<file path="config.mk">
export PLATFORM = sky130hd
export DESIGN_NAME = fb_sched_flat
export DESIGN_NICKNAME = d
export VERILOG_FILES = /design/src/rtl/attrs_pkg.sv /design/src/rtl/fb_sched_pkg.sv /design/src/rtl/fb_sched_if.sv /design/src/rtl/fb_sched.sv /design/src/flat_wrapper.sv
export SDC_FILE = /design/constraint.sdc
export NUM_CORES = 1
export LEC_CHECK = 0
export BUFFER_PORTS_ARGS = -buffer_cell sky130_fd_sc_hd__buf_2
export CAP_MARGIN = 10
export CORE_ASPECT_RATIO = 1.25
export CORE_UTILIZATION = 50
export DETAILED_ROUTE_END_ITERATION = 10
export PLACE_DENSITY = 0.88
export SETUP_SLACK_MARGIN = 0.3
export SYNTH_ARGS = -nofsm -noshare
export SYNTH_HDL_FRONTEND = slang
export SYNTH_SLANG_ARGS = --single-unit
</file>
<file path="constraint.sdc">
create_clock -name clk -period 4.86 [get_ports clk]
set_input_delay 0.243 -clock clk [delete_from_list [all_inputs] [get_ports clk]]
set_output_delay 0.243 -clock clk [all_outputs]
set_load 0.01 [all_outputs]
</file>
<file path="src/rtl/attrs_pkg.sv">
// rtl/attrs_pkg.sv - framebuffer address and word types shared across the memory subsystem
package attrs_pkg;
  localparam int FB_ADDR_W = 16;
  localparam int FB_WORD_W = 16;

  typedef logic [FB_ADDR_W-1:0] fb_addr_t;
  typedef logic [FB_WORD_W-1:0] fb_word_t;
endpackage

</file>
<file path="src/rtl/fb_sched_pkg.sv">
// rtl/fb_sched_pkg.sv - fb_sched state encoding and default burst/aging limits
package fb_sched_pkg;
  localparam int FB_SC_MAX_BURST = 16;
  localparam int FB_AGE_LIMIT    = 4;

  typedef enum logic [1:0] {
    S_IDLE = 2'd0,
    S_L2   = 2'd1,
    S_SC   = 2'd2
  } fb_state_e;
endpackage

</file>
<file path="src/rtl/fb_sched_if.sv">
// rtl/fb_sched_if.sv - L2, scanout and framebuffer port bundle; slave = scheduler side
interface fb_sched_if #(
  parameter int SC_MAX_BURST = fb_sched_pkg::FB_SC_MAX_BURST
);
  import attrs_pkg::*;

  localparam int LEN_W = $clog2(SC_MAX_BURST + 1);

  logic             l2_en;
  logic             l2_w;
  fb_addr_t         l2_addr;
  fb_word_t         l2_in;
  fb_word_t         l2_out;
  logic             l2_ready;

  logic             sc_req;
  fb_addr_t         sc_addr;
  logic [LEN_W-1:0] sc_len;
  fb_word_t         sc_data;
  logic             sc_valid;
  logic             sc_done;

  logic             fb_en;
  logic             fb_w;
  fb_addr_t         fb_addr;
  fb_word_t         fb_in;
  fb_word_t         fb_out;
  logic             fb_ready;

  modport slave (
    input  l2_en, l2_w, l2_addr, l2_in,
    output l2_out, l2_ready,
    input  sc_req, sc_addr, sc_len,
    output sc_data, sc_valid, sc_done,
    output fb_en, fb_w, fb_addr, fb_in,
    input  fb_out, fb_ready
  );

  modport master (
    output l2_en, l2_w, l2_addr, l2_in,
    input  l2_out, l2_ready,
    output sc_req, sc_addr, sc_len,
    input  sc_data, sc_valid, sc_done,
    input  fb_en, fb_w, fb_addr, fb_in,
    output fb_out, fb_ready
  );
endinterface

</file>
<file path="src/rtl/fb_sched.sv">
// rtl/fb_sched.sv - arbitrates one framebuffer port between L2 accesses and scanout bursts
// Optional L2 anti-starvation aging is enabled by defining FB_SCHED_AGING_EN.
module fb_sched
  import fb_sched_pkg::*;
  import attrs_pkg::*;
#(
  parameter int SC_MAX_BURST = FB_SC_MAX_BURST,
  parameter int AGE_LIMIT    = FB_AGE_LIMIT
) (
  input  logic      clk,
  input  logic      rst,
  fb_sched_if.slave bus
);
  localparam int LEN_W = $clog2(SC_MAX_BURST + 1);
  localparam logic [LEN_W-1:0] MAX_LEN = LEN_W'(SC_MAX_BURST);

  fb_state_e        state_q, state_d;
  fb_addr_t         addr_q, addr_d;
  fb_word_t         wdata_q, wdata_d;
  logic             w_q, w_d;
  logic [LEN_W-1:0] len_q, len_d;
  logic [LEN_W-1:0] cnt_q, cnt_d;
  logic             sc_grant;

`ifdef FB_SCHED_AGING_EN
  localparam int AGE_W = $clog2(AGE_LIMIT + 1);

  logic [AGE_W-1:0] age_q, age_d;

  // Once L2 has watched AGE_LIMIT scanout grants go by, it wins the next decision.
  assign sc_grant = bus.sc_req && !(bus.l2_en && (age_q >= AGE_W'(AGE_LIMIT)));

  always_comb begin
    age_d = age_q;
    if (state_q == S_IDLE && bus.l2_en) begin
      if (sc_grant) age_d = age_q + AGE_W'(1);
      else          age_d = '0;
    end
  end

  always_ff @(posedge clk or posedge rst) begin
    if (rst) age_q <= '0;
    else     age_q <= age_d;
  end
`else
  localparam int unused_age_limit = AGE_LIMIT;

  assign sc_grant = bus.sc_req;
`endif

  always_comb begin
    state_d      = state_q;
    addr_d       = addr_q;
    wdata_d      = wdata_q;
    w_d          = w_q;
    len_d        = len_q;
    cnt_d        = cnt_q;
    bus.fb_en    = 1'b0;
    bus.l2_ready = 1'b0;
    bus.sc_valid = 1'b0;
    bus.sc_done  = 1'b0;
    unique case (state_q)
      S_IDLE: begin
        if (sc_grant) begin
          state_d = S_SC;
          addr_d  = bus.sc_addr;
          w_d     = 1'b0;
          cnt_d   = '0;
          len_d   = (bus.sc_len > MAX_LEN) ? MAX_LEN : bus.sc_len;
        end else if (bus.l2_en) begin
          state_d = S_L2;
          addr_d  = bus.l2_addr;
          w_d     = bus.l2_w;
          wdata_d = bus.l2_in;
        end
      end
      S_L2: begin
        bus.fb_en = !bus.fb_ready;
        if (bus.fb_ready) begin
          bus.l2_ready = 1'b1;
          state_d      = S_IDLE;
        end
      end
      S_SC: begin
        // A zero-length burst lands here with cnt == len and completes at once.
        if (cnt_q == len_q) begin
          bus.sc_done = 1'b1;
          state_d     = S_IDLE;
        end else begin
          bus.fb_en = !bus.fb_ready;
          if (bus.fb_ready) begin
            bus.sc_valid = 1'b1;
            addr_d       = addr_q + fb_addr_t'(1);
            cnt_d        = cnt_q + LEN_W'(1);
          end
        end
      end
      default: state_d = S_IDLE;
    endcase
  end

  always_ff @(posedge clk or posedge rst) begin
    if (rst) begin
      state_q <= S_IDLE;
      addr_q  <= '0;
      wdata_q <= '0;
      w_q     <= 1'b0;
      len_q   <= '0;
      cnt_q   <= '0;
    end else begin
      state_q <= state_d;
      addr_q  <= addr_d;
      wdata_q <= wdata_d;
      w_q     <= w_d;
      len_q   <= len_d;
      cnt_q   <= cnt_d;
    end
  end

  assign bus.fb_w    = w_q;
  assign bus.fb_addr = addr_q;
  assign bus.fb_in   = wdata_q;
  assign bus.l2_out  = bus.fb_out;
  assign bus.sc_data = bus.fb_out;
endmodule

</file>
<file path="src/flat_wrapper.sv">
// flat-port wrapper written by rule: the top's interface ports become plain ports
module fb_sched_flat import fb_sched_pkg::*; import attrs_pkg::*;
#(
  parameter int SC_MAX_BURST = FB_SC_MAX_BURST,
  parameter int AGE_LIMIT    = FB_AGE_LIMIT
)
  (clk, rst, bus_l2_en, bus_l2_w, bus_l2_addr, bus_l2_in, bus_l2_out, bus_l2_ready, bus_sc_req, bus_sc_addr, bus_sc_len, bus_sc_data, bus_sc_valid, bus_sc_done, bus_fb_en, bus_fb_w, bus_fb_addr, bus_fb_in, bus_fb_out, bus_fb_ready);
  fb_sched_if #(.SC_MAX_BURST(SC_MAX_BURST)) bus_i ();
  input  logic clk;
  input  logic rst;
  input wire logic [$bits(bus_i.l2_en)-1:0] bus_l2_en;
  input wire logic [$bits(bus_i.l2_w)-1:0] bus_l2_w;
  input wire logic [$bits(bus_i.l2_addr)-1:0] bus_l2_addr;
  input wire logic [$bits(bus_i.l2_in)-1:0] bus_l2_in;
  output wire logic [$bits(bus_i.l2_out)-1:0] bus_l2_out;
  output wire logic [$bits(bus_i.l2_ready)-1:0] bus_l2_ready;
  input wire logic [$bits(bus_i.sc_req)-1:0] bus_sc_req;
  input wire logic [$bits(bus_i.sc_addr)-1:0] bus_sc_addr;
  input wire logic [$bits(bus_i.sc_len)-1:0] bus_sc_len;
  output wire logic [$bits(bus_i.sc_data)-1:0] bus_sc_data;
  output wire logic [$bits(bus_i.sc_valid)-1:0] bus_sc_valid;
  output wire logic [$bits(bus_i.sc_done)-1:0] bus_sc_done;
  output wire logic [$bits(bus_i.fb_en)-1:0] bus_fb_en;
  output wire logic [$bits(bus_i.fb_w)-1:0] bus_fb_w;
  output wire logic [$bits(bus_i.fb_addr)-1:0] bus_fb_addr;
  output wire logic [$bits(bus_i.fb_in)-1:0] bus_fb_in;
  input wire logic [$bits(bus_i.fb_out)-1:0] bus_fb_out;
  input wire logic [$bits(bus_i.fb_ready)-1:0] bus_fb_ready;
  assign bus_i.l2_en = bus_l2_en;
  assign bus_i.l2_w = bus_l2_w;
  assign bus_i.l2_addr = bus_l2_addr;
  assign bus_i.l2_in = bus_l2_in;
  assign bus_l2_out = bus_i.l2_out;
  assign bus_l2_ready = bus_i.l2_ready;
  assign bus_i.sc_req = bus_sc_req;
  assign bus_i.sc_addr = bus_sc_addr;
  assign bus_i.sc_len = bus_sc_len;
  assign bus_sc_data = bus_i.sc_data;
  assign bus_sc_valid = bus_i.sc_valid;
  assign bus_sc_done = bus_i.sc_done;
  assign bus_fb_en = bus_i.fb_en;
  assign bus_fb_w = bus_i.fb_w;
  assign bus_fb_addr = bus_i.fb_addr;
  assign bus_fb_in = bus_i.fb_in;
  assign bus_i.fb_out = bus_fb_out;
  assign bus_i.fb_ready = bus_fb_ready;
  fb_sched #(.SC_MAX_BURST(SC_MAX_BURST), .AGE_LIMIT(AGE_LIMIT)) u_core (.clk(clk), .rst(rst), .bus(bus_i));
endmodule
</file>
## Yosys cells after proc, flatten, opt, wreduce, memory -nomap -nowiden

Cells that the tools add are included.

- Logic and storage cells: 54
- Output and inout bits: 69
- Bits of input ports: 75
- Register bits after elaboration: 45

- Muxes and demuxes: 25
- $add $sub $neg: 2
- Magnitude comparators: 1
- Bitwise gates (word level): 1
- Eq/ne operators: 9
- Reduce and logical (&&, ||, !) cells: 10

Operator list:

| cell | count |
|---|---|
| 16-bit two-way mux | 4 |
| 16-bit one-hot mux with 2 select lines | 1 |
| 5-bit two-way mux | 4 |
| 16-bit by 1-bit adder with 16-bit output (second input constant) | 1 |
| 5-bit one-hot mux with 2 select lines | 1 |
| 1-bit two-way mux | 9 |
| 2-bit two-way mux | 4 |
| 2-bit inequality test (second input constant) | 4 |
| 4-bit AND reduction | 2 |
| 2-bit one-hot mux with 3 select lines | 1 |
| 3-bit AND reduction | 2 |
| 5-bit by 1-bit adder with 5-bit output (second input constant) | 1 |
| 5-bit equality test | 1 |
| 5-bit > comparator (second input constant) | 1 |
| 2-bit AND reduction | 2 |
| 2-bit nonzero test | 2 |
| 3-bit inequality test (second input constant) | 1 |
| 2-bit by 1-bit equality test with 1-bit output (second input constant) | 1 |
| 2-bit equality test (second input constant) | 1 |
| 2-bit logical NOT | 1 |
| 2-bit by 1-bit inequality test with 1-bit output (second input constant) | 1 |
| 1-bit one-hot mux with 2 select lines | 1 |
| 1-bit logical NOT | 1 |
| 1-bit inverter | 1 |

## Logic depth before layout (Yosys ltp)

- Depth after elaboration: 4
- Gate-level depth with buffers: 10
- Depth with buffers taken out: 7

## Worst setup path after synthesis

Ideal clock, no wire load.

- Path kind: register to output
- Start: reg u_core.state_q[0]
- End: out bus_fb_en
- Buffers on the path: 3
- Required time: 4.617 ns
- Setup slack: 2.923 ns
- Arrival time: 1.694 ns
- Cell stages (with the launch flop): 8
- Path through: dfrtp_1 inv_1 ha_1 buf_2 clkbuf_1 clkbuf_1 a21oi_1 nor3b_1

- Longest elaborated chain between the ends: 2
- Elaborated cells between the ends (all ways): 3
- Classes of those cells: 2 x eq/ne; 1 x mux

RTL lines:

| item | line | text |
|---|---|---|
| from (decl) | fb_sched.sv:17 | `fb_state_e state_q, state_d;` |
| from (signal assigned) | fb_sched.sv:111 | `state_q <= state_d;` |
| 2-bit equality test / 2-bit by 1-bit equality test with 1-bit output (equally long branches) | fb_sched.sv:62 | `unique case (state_q)` |
| 1-bit one-hot mux with 2 select lines (*) | fb_sched.sv:62 |  |
| to (decl) | flat_wrapper.sv:23 | `output wire logic [$bits(bus_i.fb_en)-1:0] bus_fb_en;` |

Every way passes the cells marked *; elsewhere a longest branch is shown, timed or not.

## Worst setup path after layout

- Start: reg u_core.state_q[0]
- End: reg u_core.addr_q[3] (netlist: u_core.bus.fb_addr[3])

- Longest elaborated chain between the ends: 3
- Elaborated cells between the ends (all ways): 8
- Classes of those cells: 4 x eq/ne; 1 x mux; 3 x reduce/logical

RTL lines:

| item | line | text |
|---|---|---|
| 2-bit equality test / 2-bit logical NOT (equally long branches) | fb_sched.sv:62 |  |
| 2-bit inequality test (no line) (tied with other cells) | n/a |  |
| 4-bit AND reduction (no line) | n/a |  |
| to (signal assigned) | fb_sched.sv:112 | `addr_q <= addr_d;` |
| to (decl) | fb_sched.sv:18 | `fb_addr_t addr_q, addr_d;` |

Parallel ways exist; a longest one is shown, timed or not.
A chain may end at the register's enable or synchronous reset.

==> flow_summary.json <==
{
  "cpPeakStageDelay_ns": 0.67,
  "die-height_um": 88.3,
  "synth_edf_count": 0,
  "ys_ff_latch": 45,
  "final_common_cell": "buf_2",
  "seq_area_um2": 1130,
  "portBuffers": 95,
  "io_pins": 144,
  "grt_start_max_net_pins": 53,
  "netlist_area_um2": 2980,
  "setup_viol_count_final": 0,
  "top_layer": "met4",
  "layout_min_cycle_time_ns": 2.53,
  "power_leakage_nw": 1.54,
  "grt_antenna_before_repair": 0,
  "cp_max_fo": 52,
  "rsz0062_at_grt": "false",
  "ys_seq_area_share_pct": 37.8,
  "vias": 2481,
  "routed_wl_mm": 6.55,
  "pre_cts_slack_ns": 2.35,
  "critPathArrivalTime_ns": 2.73,
  "final_cells": 431,
  "finClkSkew_ns": 0.0119,
  "core.rowCount": 31,
  "min_path_type": "input pin to asynchronous set/reset pin",
  "crit_slowest_cell": "a31oi_1",
  "p_per_area_nw_per_um2": 614,
  "grt_pass1_wl_mm": 10.5,
  "cts_tree": "yes",
  "core-area_um2": 5780,
  "synth.net_count": 391,
  "fmax_ghz": 0.395,
  "gp_congestion": 0.832,
  "synth_cells": 311,
  "synthFlopType": "dfrtp_1",
  "ctsRootBufferMaster": "clkbuf_8",
  "status": "complete, but fails checks",
  "postCtsSetupRepairBufs": 0,
  "cts_made_buffers": 5,
  "crit_buf_inv": 3,
  "first_pass_iters": 8,
  "cap_violations": 0,
  "drc": 12,
  "fin_ws_ns": 2.33,
  "drt_iter0_drc": 138,
  "drt-met1-wl_mm": 2.64,
  "layout_common_cells": "buf_2 (95), dfrtp_1 (45), nand2_1 (29)",
  "clock_latency_ns": 0.31,
  "ctsHoldBuffers": 0,
  "worstPathRequired_ns": 5.06,
  "ys_types": 55,
  "drive_gt1_share_pct": 37.5,
  "multi_input_area_um2": 1460,
  "ctsHtreeMaxLevel": 2,
  "start_kind": "register",
  "synthToLayoutAreaGrowth_pct": 10.2,
  "grt_pass1_vias": 2410,
  "cts_sinks": 45,
  "gr-usage-all-layers_pct": 21.4,
  "wl_met3_um": 387,
  "crit_path_cell_trace": "inv_1 -> ha_1 -> buf_4 -> inv_2 -> o221ai_4 -> a31oi_1 -> nand2_1 -> a22o_1",
  "design_power_total_mw": 2.01,
  "cp_top_family": "compound AO/OA/AOI/OAI gates",
  "viasPerCell": 5.76,
  "die_x_um": 71.0,
  "n_fill_cell": 500,
  "end_kind": "register",
  "routedWlPerCell_um": 15.2,
  "slew_viol_final": 0,
  "tightest_slew_ns": 0.932,
  "synth_area_leaders": "dfrtp_1 (38%), buf_4 (8.3%), mux2_2 (7.6%)",
  "critical_path_class": "register to register",
  "diodes": 0,
  "max_slew_margin_pct": 37.7,
  "start_util_pct": 51.5,
  "fin_tns_setup_ns": 0,
  "hpwl_mm": 4.80,
  "period_share_pct": 52.0,
  "syn_area_per_cell_um2": 9.58,
  "violations": "design-rule violations",
  "vdd_drop_max_mv": 0.340,
  "cts.repair.resized": 0,
  "hold_viol_final": 0,
  "netlist.area_leader.share_pct": 37.8,
  "yosys_warnings": 0,
  "clk_pin_slew_ns": 0.10,
  "ys_async_sr_fraction_pct": 100,
  "dp.cells": 423,
  "synth_top_cell_by_area": "dfrtp_1",
  "clockBufferDepth": 2,
  "final_nets": 444,
  "wl_met2_mm": 3.31,
  "dieArea_um2": 6270,
  "fin_util_pct": 56.8,
  "ant_nets": 0,
  "grt.overflow.total": 0
}
-- stage by stage --
step / hold WS [ns] / area, µm²
after floorplan: 0.391 / 2980
after global placement: 0.474 / 3190
after detailed placement: 0.479 / 3190
after CTS: 0.155 / 3280
after global routing: 0.145 / 3280
final: 0.136 / 3280
-- path summary, 6_finish.rpt --
| check | start | to | slack (ns) | depth (start not counted) |
|---|---|---|---|---|
| worst max-delay path | u_core.state_q[0] | u_core.bus.fb_addr[3] | 2.33 | 8 |
| worst min-delay path | rst | u_core.bus.fb_in[1] | 0.14 | 2 |
| min in group clk | bus_l2_in[0] | u_core.bus.fb_in[0] | 0.16 | 2 |
| max in group asynchronous | rst | u_core.bus.fb_in[10] | 4.13 | 2 |
| worst max register to register | u_core.state_q[0] | u_core.bus.fb_addr[3] | 2.33 | 8 |
| worst min register to register | u_core.bus.fb_in[0] | u_core.bus.fb_in[0] | 0.51 | 1 |
-- power by group --
group	internal, mW	switching (mW)
registers	0.551	0.151
clock network	0.105	0.140
logic	0.453	0.614
total	1.11	0.904
-- cells in the mapped netlist, drive strengths merged, types with 2 or more instances --
cell / count
xor2: 5
o21a: 2
nand2b: 9
nand3b: 2
o221ai: 4
a21oi: 21
nor2: 9
ha: 5
o21ai: 11
nor3b: 2
o32ai: 2
clkbuf: 4
mux2: 20
nor4: 4
nand3: 13
o32a: 3
dfrtp: 45
buf: 46
nand4: 3
and3: 3
inv: 8
nand2: 30
a31oi: 5
a21o: 3
and2: 4
mux2i: 12
nor3: 7
nor2b: 6
a211oi: 5
o22ai: 5
o22a: 2
-- registers in the layout, summed over array words and instances, names as in the netlist --
register	cells
u_core.bus.fb_addr	16
u_core.bus.fb_in	16
u_core.cnt_q	5
u_core.len_q	5
u_core.state_q	2
u_core.bus.fb_w	1
-- cell families (layout without fill, tap and decap cells) --
logic type                 Yosys count  count (layout)  synth area share, %
and+or+nand+nor                     95              95                 17.3
AOI/OAI and AO/OA                   71              71                 16.7
buffers and inverters               58             112                 13.0
DFF                                 45              45                 37.8
muxes                               32              32                 11.6
adders and majority gates            5               5                 2.10
xor gates and xnor gates             5               5                 1.47
-- cell type report --
cell class,count,share of cell area [%]
multi-input cells,208,44.6
flip-flops and latches,45,34.3
repair buffers,96,14.7
well taps,66,2.52
clock buffers,5,2.10
inverters,8,0.915
clock inverters,3,0.801
-- per-layer routing --
metal / vias to the layer above / GRT usage (%)
li1: 1187 / -
met1: 1153 / 23.9
met2: 112 / 37.7
met3: 29 / 4.78
met4: 0 / 12.5
met5: - / 0
No activity file was read; power rests on OpenSTA's default activity.
